--- src/rtl/pipe_hazard_ctrl.sv ---
// Hazard and sequencing controller for a 5-stage IF/ID/EX/MEM/WB pipeline.
// Keeps a shadow scoreboard of the EX, MEM and WB instructions. From it and
// the ID instruction fields it derives stall/bubble, the taken-branch
// flushes, the EX operand forwarding selects and two saturating counters.
//
//   state | meaning
//   RUN   | normal issue, no hazard seen last cycle
//   HOLD  | ID held for a RAW / load-use hazard, bubble going into EX
//   FLUSH | cycle after a taken-branch flush; younger entries are empty
module pipe_hazard_ctrl #(
   parameter bit FORWARD_EN = 1'b1,
   parameter int REG_AW     = 5,
   parameter int CNT_W      = 16
) (
   input  logic              clk,
   input  logic              reset,
   input  logic              id_valid,
   input  logic [REG_AW-1:0] id_rs1,
   input  logic [REG_AW-1:0] id_rs2,
   input  logic              id_use_rs1,
   input  logic              id_use_rs2,
   input  logic              id_wr,
   input  logic [REG_AW-1:0] id_rd,
   input  logic              id_load,
   input  logic              id_branch,
   input  logic              mem_cond,
   output logic              pc_stall,
   output logic              id_ex_bubble,
   output logic              flush_if_id,
   output logic              flush_id_ex,
   output logic              flush_ex_mem,
   output logic [1:0]        fwd_a,
   output logic [1:0]        fwd_b,
   output logic [CNT_W-1:0]  stall_cnt,
   output logic [CNT_W-1:0]  flush_cnt
);

   typedef struct packed {
      logic              valid;
      logic              wr;
      logic [REG_AW-1:0] rd;
      logic              load;
      logic              branch;
      logic [REG_AW-1:0] rs1;
      logic [REG_AW-1:0] rs2;
      logic              use1;
      logic              use2;
   } entry_t;

   typedef enum logic [1:0] {RUN = 2'd0, HOLD = 2'd1, FLUSH = 2'd2} state_t;

   entry_t ex_e, mem_e, wb_e, id_e;
   state_t state;
   logic   use1, use2;
   logic   m_ex, m_mem, m_wb;
   logic   hazard, taken, stall;

   // An entry produces r for a consumer that actually reads it; r0 never counts.
   function automatic logic hits(input entry_t e, input logic [REG_AW-1:0] r, input logic u);
      return e.valid && e.wr && (e.rd == r) && (r != '0) && u;
   endfunction

   // Operand select for one EX source; MEM result is newer than WB so it wins.
   // Loads in MEM have no data yet, so only WB may supply a load result.
   function automatic logic [1:0] fwd_sel(input logic [REG_AW-1:0] r, input logic u);
      logic [1:0] sel;
      sel = 2'b00;
      if (FORWARD_EN && ex_e.valid && u && (r != '0)) begin
         if (mem_e.valid && mem_e.wr && !mem_e.load && (mem_e.rd == r))
            sel = 2'b01;
         else if (wb_e.valid && wb_e.wr && (wb_e.rd == r))
            sel = 2'b10;
      end
      return sel;
   endfunction

   // ID instruction packed as a scoreboard entry, plus hazard/branch decode.
   always_comb begin
      id_e   = {id_valid, id_wr, id_rd, id_load, id_branch,
                id_rs1, id_rs2, id_use_rs1, id_use_rs2};
      use1   = id_valid && id_use_rs1;
      use2   = id_valid && id_use_rs2;
      m_ex   = hits(ex_e,  id_rs1, use1) || hits(ex_e,  id_rs2, use2);
      m_mem  = hits(mem_e, id_rs1, use1) || hits(mem_e, id_rs2, use2);
      m_wb   = hits(wb_e,  id_rs1, use1) || hits(wb_e,  id_rs2, use2);
      // The WB write lands on the same edge ID/EX captures, so the regfile
      // read in ID is stale and must wait one cycle even with forwarding.
      if (FORWARD_EN)
         hazard = (m_ex && ex_e.load) || m_wb;
      else
         hazard = m_ex || m_mem || m_wb;
      taken  = mem_e.valid && mem_e.branch && mem_cond;
      stall  = hazard && !taken;
   end

   // Control outputs are combinational from the scoreboard and ID fields.
   always_comb begin
      pc_stall     = stall;
      id_ex_bubble = stall;
      flush_if_id  = taken;
      flush_id_ex  = taken;
      flush_ex_mem = taken;
      fwd_a        = fwd_sel(ex_e.rs1, ex_e.use1);
      fwd_b        = fwd_sel(ex_e.rs2, ex_e.use2);
   end

   // Scoreboard shift, sequencing FSM and saturating counters.
   always_ff @(posedge clk) begin
      if (reset) begin
         ex_e      <= '0;
         mem_e     <= '0;
         wb_e      <= '0;
         state     <= RUN;
         stall_cnt <= '0;
         flush_cnt <= '0;
      end else begin
         wb_e  <= mem_e;
         mem_e <= taken ? '0 : ex_e;
         ex_e  <= (taken || stall) ? '0 : id_e;

         case (state)
            RUN:     state <= taken ? FLUSH : (hazard ? HOLD : RUN);
            HOLD:    state <= taken ? FLUSH : (hazard ? HOLD : RUN);
            FLUSH:   state <= RUN;
            default: state <= RUN;
         endcase

         if (stall && (stall_cnt != '1))
            stall_cnt <= stall_cnt + 1'b1;
         if (taken && (flush_cnt != '1))
            flush_cnt <= flush_cnt + 1'b1;
      end
   end

   // Fields carried for visibility in the scoreboard but not consumed here.
   logic unused_fields;
   assign unused_fields = ^{wb_e.rs1, wb_e.rs2, wb_e.use1, wb_e.use2, wb_e.load,
                            wb_e.branch, mem_e.rs1, mem_e.rs2, mem_e.use1,
                            mem_e.use2, ex_e.branch};

endmodule

--- config.mk ---
export PLATFORM = sky130hd
export DESIGN_NAME = pipe_hazard_ctrl
export DESIGN_NICKNAME = d
export VERILOG_FILES = /design/src/rtl/pipe_hazard_ctrl.sv
export SDC_FILE = /design/constraint.sdc
export NUM_CORES = 1
export LEC_CHECK = 0
export CAP_MARGIN = 5
export CORE_MARGIN = 2
export CORE_UTILIZATION = 40
export DETAILED_ROUTE_END_ITERATION = 16
export GPL_ROUTABILITY_DRIVEN = 1
export PLACE_DENSITY = 0.7
export SLEW_MARGIN = 30
export SYNTH_ARGS = -nofsm -noshare
export SYNTH_HDL_FRONTEND = slang
export SYNTH_SLANG_ARGS = --single-unit
--- constraint.sdc ---
create_clock -name clk -period 2.98 [get_ports clk]
set_clock_uncertainty 0.05 [all_clocks]
set_input_delay 0.596 -clock clk [delete_from_list [all_inputs] [get_ports clk]]
set_output_delay 0.596 -clock clk [all_outputs]
set_load 0.02 [all_outputs]
# After elaboration in Yosys (flattened, before gate mapping)
# Index checks and enable logic that the tools add are counted.
# word_totals
reg_bits,69
wordCells,81
# op_classes
add_sub_neg,2
n_eq_ne,10
n_mux,6
reduce_logical,44
# ops
op,count
$eq 5x5->1,8
$add 16x1->16 const B,2
$logic_and 1x1->1,32
$ne 16x16->1 const B,2
$reduce_bool 5->1,4
$mux 2,6
$logic_or 1x1->1,4
$reduce_or 2->1,2
$logic_not 1->1,2

# Logic depth before layout (Yosys ltp)
# Gate-level depths: netlist (run 1).
# depth
word_depth,10
mapped_depth,9

# Worst setup path before layout (run 1)
# OpenSTA, ideal clock, no wires.
# synth_timing
kind,input-to-output
from,input id_rs1[2]
to,output pc_stall
t_arrival_ns,2.373
setup_slack_ns,-0.039
stages,7
cell_sequence,or4_1 > o211ai_1 > or4_4 > a21o_4 > buf_2 > a21oi_1 > buf_4
# synth_between
elab_chain_len,8
# synth_rtl
item,line_no,text
start: declaration,18,"input logic [REG_AW-1:0] id_rs1,"
$eq 5x5->1,60,return e.valid && e.wr && (e.rd == r) && (r != '0) && u;
$logic_and 1x1->1 (3 in series),60,
$logic_or 1x1->1,83,"m_ex = hits(ex_e, id_rs1, use1) || hits(ex_e, id_rs2, use2);"
$logic_and 1x1->1,89,hazard = (m_ex && ex_e.load) || m_wb;
$logic_or 1x1->1 (*),89,
$logic_and 1x1->1 (*),93,stall = hazard && !taken;
end: declaration,27,"output logic pc_stall,"
# Every way passes the cells marked *; elsewhere a longest branch is shown, timed or not.

# Worst setup path after layout (run 1)
# layout_timing
from,input id_rs1[3]
to,output id_ex_bubble
# layout_between
elab_chain_len,8
# layout_rtl
item,line_no,text
$eq 5x5->1,60,
$logic_and 1x1->1 (3 in series),60,
$logic_or 1x1->1,83,
$logic_and 1x1->1,89,
$logic_or 1x1->1 (*),89,
$logic_and 1x1->1 (*),93,
end: declaration,28,"output logic id_ex_bubble,"
# Marked as above.

==> summary.md, run 1 <==
| Metric | Value |
|---|---|
| Register bit total from synthesis | `69` |
| Post-Route WL | `7.92 mm` |
| Area share of the largest cell type after synthesis | `41.2%` |
| Critical setup path kind | `input port to primary output` |
| Fmax | `0.341 GHz` |
| Residual DRC | `0` |
| Max-slew headroom | `59.2%` |
| Power density over the cells | `440 nW/µm²` |
| Max Cap Viol | `0` |
| Combinational share of power | `7.2%` |
| Status | `finished, final reports clean` |
| DRT iter0 DRCs | `139` |
| Synth area leaders | `dfxtp_1 41%, xnor2_1 7.6%, xor2_1 6.5%` |
| Worst hold-check path type | `register to register` |
| DR vias | `2844` |
| H-Tree Depth | `3` |
| Core box area | `8180 µm²` |
| Reg2reg setup slack | `0.35 ns` |
| Mapped Nets | `384` |
| Pins Over Slew Limit | `0` |
| Gpl congestion | `0.888` |
| Sequential Power Share | `48.6%` |
| CTS buffer count | `9` |
| Min Tclk post-route | `2.94 ns` |
| Worst EP arrival | `2.29 ns` |
| Boundary pin count | `65` |
| Clock Sinks | `69` |
| Clock-pin slew on the worst setup and hold paths | `0.07 ns` |
| Ys Warns | `0` |
| Met1 Wirelength | `3.68 mm` |
| Final setup vio count | `0` |
| Period Utilization, post-route | `98.6%` |
| Max FO, Critical Path | `4` |
| Net Sw Power | `0.000449 W` |
| Diode count | `0` |
| Commonest non-fill, non-tap cells in the layout | `68 x dfxtp_1, 48 x clkdlybuf4s50_1, 34 x nor2_1, 34 x and2_1` |
| Power share of the clock group | `44.2%` |
| Final worst-path setup slack | `0.0431 ns` |
| Root Buffer | `clkbuf_8` |
| Sequential cell area fraction in the yosys report | `41.2%` |
| CTS Buffer Depth | `2` |
| Antenna Nets Post-Route | `0` |
| Least-Margin Pin Slew | `0.610 ns` |
| Initial antenna violation count | `0` |
| Peak supply drop | `256 µV` |
| Internal cell power | `0.00154 W` |
| Uppermost layer routed | `met4` |
| DP HPWL | `5.79 mm` |
| Core Rows | `33` |
| Vias in the first global route | `2728` |
| Die X | `95.5 µm` |
| Dpl ws | `-0.701 ns` |
| Aggregate global routing overflow | `0` |
| Total GRT Usage | `18.6%` |
| CTS tree | `done` |
| Largest net degree at the start of global routing | `52` |
| WP data required | `2.33 ns` |
| Mapped cell area | `3350 µm²` |
| Mapped Cells | `358` |
| PortBufs | `64` |
| Routed wire length on met2 | `3.75 mm` |
| Area Growth Syn to Fin | `35.3%` |
| Die Y | `95.5 µm` |
| Most common cell after layout, fill and taps aside | `dfxtp_1` |
| Synth cell types | `45` |
| Vias per inst | `5.16` |
| WL met3 | `330 µm` |
| Leak Pwr | `1.73 nW` |
| Share of cells above drive strength 1 | `15.2%` |
| Post-Synthesis Mean Instance Area | `9.36 µm²` |
| Final hold vios | `0` |
| Startpoint Class | `input port` |
| Post-route insts no fill | `551` |
| Global-route wire length before repair | `13.0 mm` |
| Sw Share | `22.5%` |
| Fill cell count | `728` |
| Cell taking the most area after synthesis | `dfxtp_1` |
| Die area | `9120 µm²` |
| Clock latency on the worst-skew pair | `0.34 ns` |
| CP endpoint kind | `primary output` |
| WL per Instance | `14.4 µm` |
| Placed insts | `535` |
| Layout Nets | `467` |
| First-pass DRT Iterations | `4` |
| Initial Util | `41.0%` |
stage by stage:
step                area [µm²]  TNS, ns  total power, W  util [%]  hold WS, ns
floorplan                 3350        0         0.00106         -        0.356
CTS                       4510        0         0.00200      55.2        0.381
global placement          4240    -5.00         0.00113      51.8        0.360
detailed placement        4240    -6.29         0.00113      51.8        0.363
finish                    4530        0         0.00199      55.4        0.379
global route              4530  -0.0408         0.00207      55.4        0.392
worst max-delay path, stage by stage:
cell,delay (ns)
dlygate4sd2_1,0.31
xnor2_1,0.22
nand3_1,0.11
or4_4,0.49
a21o_1,0.21
a21oi_4,0.20
buf_6,0.15
cell families (layout without fill, tap and decap cells):
kind of cell	count (synthesis)	in the layout	synth area share [%]
compound gates	40	40	10.1
xor+xnor	54	54	14.1
fa+ha+maj	2	2	0.747
buf+inv	21	109	3.03
flops	69	69	41.2
mux	13	13	4.33
simple gates	159	159	26.4
synthesized netlist by cell type:
library cell	instances
buf_4	3
nor2b_1	18
nand4b_1	1
a211o_1	3
nor2_1	34
nor4_1	5
a2111oi_2	1
buf_2	1
or3_1	2
ha_1	2
inv_1	5
nand2b_1	1
mux2_1	2
and4_1	3
a221oi_1	1
a21oi_1	11
a211oi_1	6
and2_1	34
a2111oi_4	2
or4_1	4
mux2i_1	1
dfxtp_1	69
a21o_4	1
o211ai_1	4
a21o_1	2
nor3_1	3
o211a_1	1
buf_6	1
clkbuf_2	2
xor2_1	25
or4_4	3
xnor2_1	29
nand2_1	10
o2111ai_1	1
nand4bb_1	1
nand3_1	25
o221ai_1	2
a2111oi_1	1
mux2_2	10
a31oi_1	3
nand4_1	7
nand3b_1	1
clkbuf_1	9
o21bai_1	1
and3_1	7
power by group through the flow:
| stage | sequential, W | combinational, W | clock [W] |
|---|---|---|---|
| finish | 0.000968 | 0.000144 | 0.000880 |
| global route | 0.000971 | 0.000159 | 0.000941 |
| CTS | 0.000968 | 0.000144 | 0.000893 |
| detailed placement | 0.000989 | 0.000142 | 0 |
| global placement | 0.000988 | 0.000140 | 0 |
| floorplan | 0.000981 | 0.0000771 | 0 |
sequential cells by signal, summed over array words and instances, names as in the netlist:
| name | cells |
|---|---|
| flush_cnt | 16 |
| stall_cnt | 16 |
| ex_e | 21 |
| mem_e | 9 |
| wb_e | 7 |
what timing repair did:
action | 4_1_cts | 5_1_grt
setup buffers | 0 | 1
hold buffers | 0 | 0
pin swaps | 10 | 9
hold endpoints to repair | 0 | 0
gates resized for setup | 34 | 8
setup endpoints to repair | 3 | 4
cell type report:
| class | instances | area (µm²) | area share, % |
|---|---|---|---|
| tap | 105 | 131 | 2.90 |
| inverter | 5 | 18.8 | 0.414 |
| clock inverter | 5 | 82.6 | 1.82 |
| multi-input combinational | 268 | 1920 | 42.4 |
| clock buffer | 11 | 151 | 3.34 |
| timing repair buffer | 88 | 846 | 18.7 |
| sequential | 69 | 1380 | 30.5 |
worst paths after layout:
| check | startpoint | endpoint | cells past startpoint |
|---|---|---|---|
| max reg2reg | wb_e[18] | stall_cnt[11] | 7 |
| max | id_rs1[3] | id_ex_bubble | 7 |
| min | ex_e[12] | mem_e[12] | 1 |
| min reg2reg | ex_e[12] | mem_e[12] | 1 |
per-layer routing:
| metal | global-route usage [%] | vias to the layer above |
|---|---|---|
| li1 | - | 1405 |
| met1 | 24.5 | 1345 |
| met2 | 29.8 | 82 |
| met3 | 2.69 | 12 |
| met4 | 9.17 | 0 |
| met5 | 0 | - |
(Power assumes the default switching activity.)
==> run 2, diff against run 1 <==
--- a/config.mk
+++ b/config.mk
@@ -11,6 +11,7 @@
 export DETAILED_ROUTE_END_ITERATION = 16
 export GPL_ROUTABILITY_DRIVEN = 1
 export PLACE_DENSITY = 0.7
+export SKIP_LAST_GASP = 1
 export SLEW_MARGIN = 30
 export SYNTH_ARGS = -nofsm -noshare
 export SYNTH_HDL_FRONTEND = slang
==> run 2 against run 1 <==
Net effect: largest cell class unchanged; critical endpoint unchanged; worst hold slack about the same; first-iteration DRC count grew 4.3%; flip-flop and latch count unchanged; global-route usage is the same; sequential share of layout area barely moved; critical path depth unchanged; count of clock-buffer cells in the layout unchanged; via count down 0.77%; non-clock buffer count is the same.
==> summary.md, run 2 (synthesized netlist as in run 1, its figures left out) <==
| Metric | Value |
|---|---|
| Slowest stage delay, CP | `0.49 ns` |
| CP endpoint kind | `primary output` |
| Core Rows | `33` |
| Regs by FF count | `ex_e: 21 flops, flush_cnt: 16 flops, stall_cnt: 16 flops` |
| Worst EP arrival | `2.29 ns` |
| PnR Total Power | `0.00199 W` |
| DRT iter0 DRCs | `145` |
| CTS tree | `done` |
| CP max-delay cell | `or4_4` |
| Worst hold-check path type | `register to register` |
| Fmax | `0.340 GHz` |
| Die X | `95.5 µm` |
| WP data required | `2.33 ns` |
| Initial Util | `41.0%` |
| CTS buffer count | `9` |
| Pins Over Slew Limit | `0` |
| Layout Nets | `467` |
| Least-Margin Pin Slew | `0.604 ns` |
| Clock-pin slew on the worst setup and hold paths | `0.07 ns` |
| Max-slew headroom | `59.6%` |
| Final setup vio count | `0` |
| Hold Slack | `0.379 ns` |
| Root Buffer | `clkbuf_8` |
| CP cell instances | `dlygate4sd2_1 -> xnor2_1 -> nand3_1 -> or4_4 -> a21o_1 -> a21oi_4 -> buf_6` |
| RSZ-0062 raised after global routing | `yes` |
| Worst path top cell family by delay | `simple AND/OR/NAND/NOR gates` |
| Boundary pin count | `65` |
| Period Utilization, post-route | `98.7%` |
| Reg2reg setup slack | `0.35 ns` |
| Worst path bufs/invs | `2` |
| Gpl congestion | `0.888` |
| H-Tree Depth | `3` |
| # hold bufs at CTS | `0` |
| DR vias | `2822` |
| Clock latency on the worst-skew pair | `0.34 ns` |
| Vias per inst | `5.12` |
| WL per Instance | `14.4 µm` |
| Area Growth Syn to Fin | `35.2%` |
| Max reg flops | `21` |
| Global-route wire length before repair | `13.0 mm` |
| PortBufs | `64` |
| Fill cell count | `727` |
| Crit path capture | `id_ex_bubble` |
| Startpoint Class | `input port` |
| Post-Route WL | `7.92 mm` |
| Leak Pwr | `1.71 nW` |
| DP HPWL | `5.79 mm` |
| Commonest non-fill, non-tap cells in the layout | `68 x dfxtp_1, 49 x clkdlybuf4s50_1, 34 x nor2_1, 34 x and2_1` |
| Die Y | `95.5 µm` |
| Vias in the first global route | `2728` |
| Worst path depth | `7` |
| Post-route insts no fill | `551` |
| Residual DRC | `0` |
| TNS Setup | `0 ns` |
| Critical setup path kind | `input port to primary output` |
| Max FO, Critical Path | `4` |
| Core box area | `8180 µm²` |
| Placed insts | `535` |
| Share of cells above drive strength 1 | `15.2%` |
| Diode count | `0` |
| Reg2reg end | `stall_cnt[11]` |
| Aggregate global routing overflow | `0` |
| CP startpoint | `id_rs1[3]` |
| FF-to-FF path depth | `7` |
| Status | `finished, final reports clean` |
| Clock Sinks | `69` |
| Largest net degree at the start of global routing | `52` |
| Initial antenna violation count | `0` |
| Total GRT Usage | `18.6%` |
| Die area | `9120 µm²` |
| Power density over the cells | `440 nW/µm²` |
| Antenna Nets Post-Route | `0` |
| Min Tclk post-route | `2.94 ns` |
| CTS Buffer Depth | `2` |
| Peak supply drop | `256 µV` |
| Most common cell after layout, fill and taps aside | `dfxtp_1` |
| Max Cap Viol | `0` |
| RR Startpoint | `wb_e[18]` |
| First-pass DRT Iterations | `4` |
| Largest Register | `ex_e` |
| Final hold vios | `0` |
-- run 2: cell types whose count changed in the layout (fill, tap and decap cells not counted) --
cell | before | now
dlymetal6s2s_1 | 3 | 2
clkdlybuf4s50_1 | 48 | 49
-- run 2: power by group --
group	switching [W]	internal, W	total, W
registers	0.0000235	0.000945	0.000968
clock network	0.000364	0.000517	0.000881
logic	0.0000613	0.0000827	0.000144
total	0.000449	0.00154	0.00199
-- run 2: cell type report --
| class | count | area [µm²] | area share (%) |
|---|---|---|---|
| Timing Repair Buffer | 88 | 843 | 18.6 |
| Multi-Input combinational cell | 268 | 1920 | 42.4 |
| Tap cell | 105 | 131 | 2.90 |
| Clock buffer | 11 | 151 | 3.34 |
| Inverter | 5 | 18.8 | 0.414 |
| Clock inverter | 5 | 82.6 | 1.82 |
| Sequential cell | 69 | 1380 | 30.5 |
-- run 2: worst min path at each step --
stage / start / to / slack (ns) / depth (start not counted)
5_1_grt: ex_e[12] / mem_e[12] / 0.39 / 1
6_report: ex_e[12] / mem_e[12] / 0.38 / 1
2_1_floorplan: ex_e[12] / mem_e[12] / 0.36 / 1
4_1_cts: ex_e[12] / mem_e[12] / 0.38 / 1
3_5_place_dp: ex_e[12] / mem_e[12] / 0.36 / 1
3_3_place_gp: ex_e[12] / mem_e[12] / 0.36 / 1
-- run 2: timing repair --
item / CTS / global route
pin swaps: 10 / 9
buffers inserted: 0 / 1
gates resized for setup: 34 / 7
setup endpoints to repair: 3 / 4
-- run 2: per-layer routing --
metal  part of all wire, %  wire length, µm  vias to the layer above  GRT usage [%]
li1                      -                -                     1404              -
met1                    47             3720                     1339           24.5
met2                    47             3750                       67           29.8
met3                   3.7              292                       12           2.69
met4                   2.0              157                        0           9.17
met5                     0                0                        -              0
-- run 2: stage by stage --
stage,utilization (%),area (µm²),worst slack (ns)
after floorplan,-,3350,0.107
after global placement,51.8,4240,-0.682
after detailed placement,51.8,4240,-0.701
after CTS,55.2,4510,0.00432
after global routing,55.4,4530,-0.0223
final,55.4,4530,0.0394
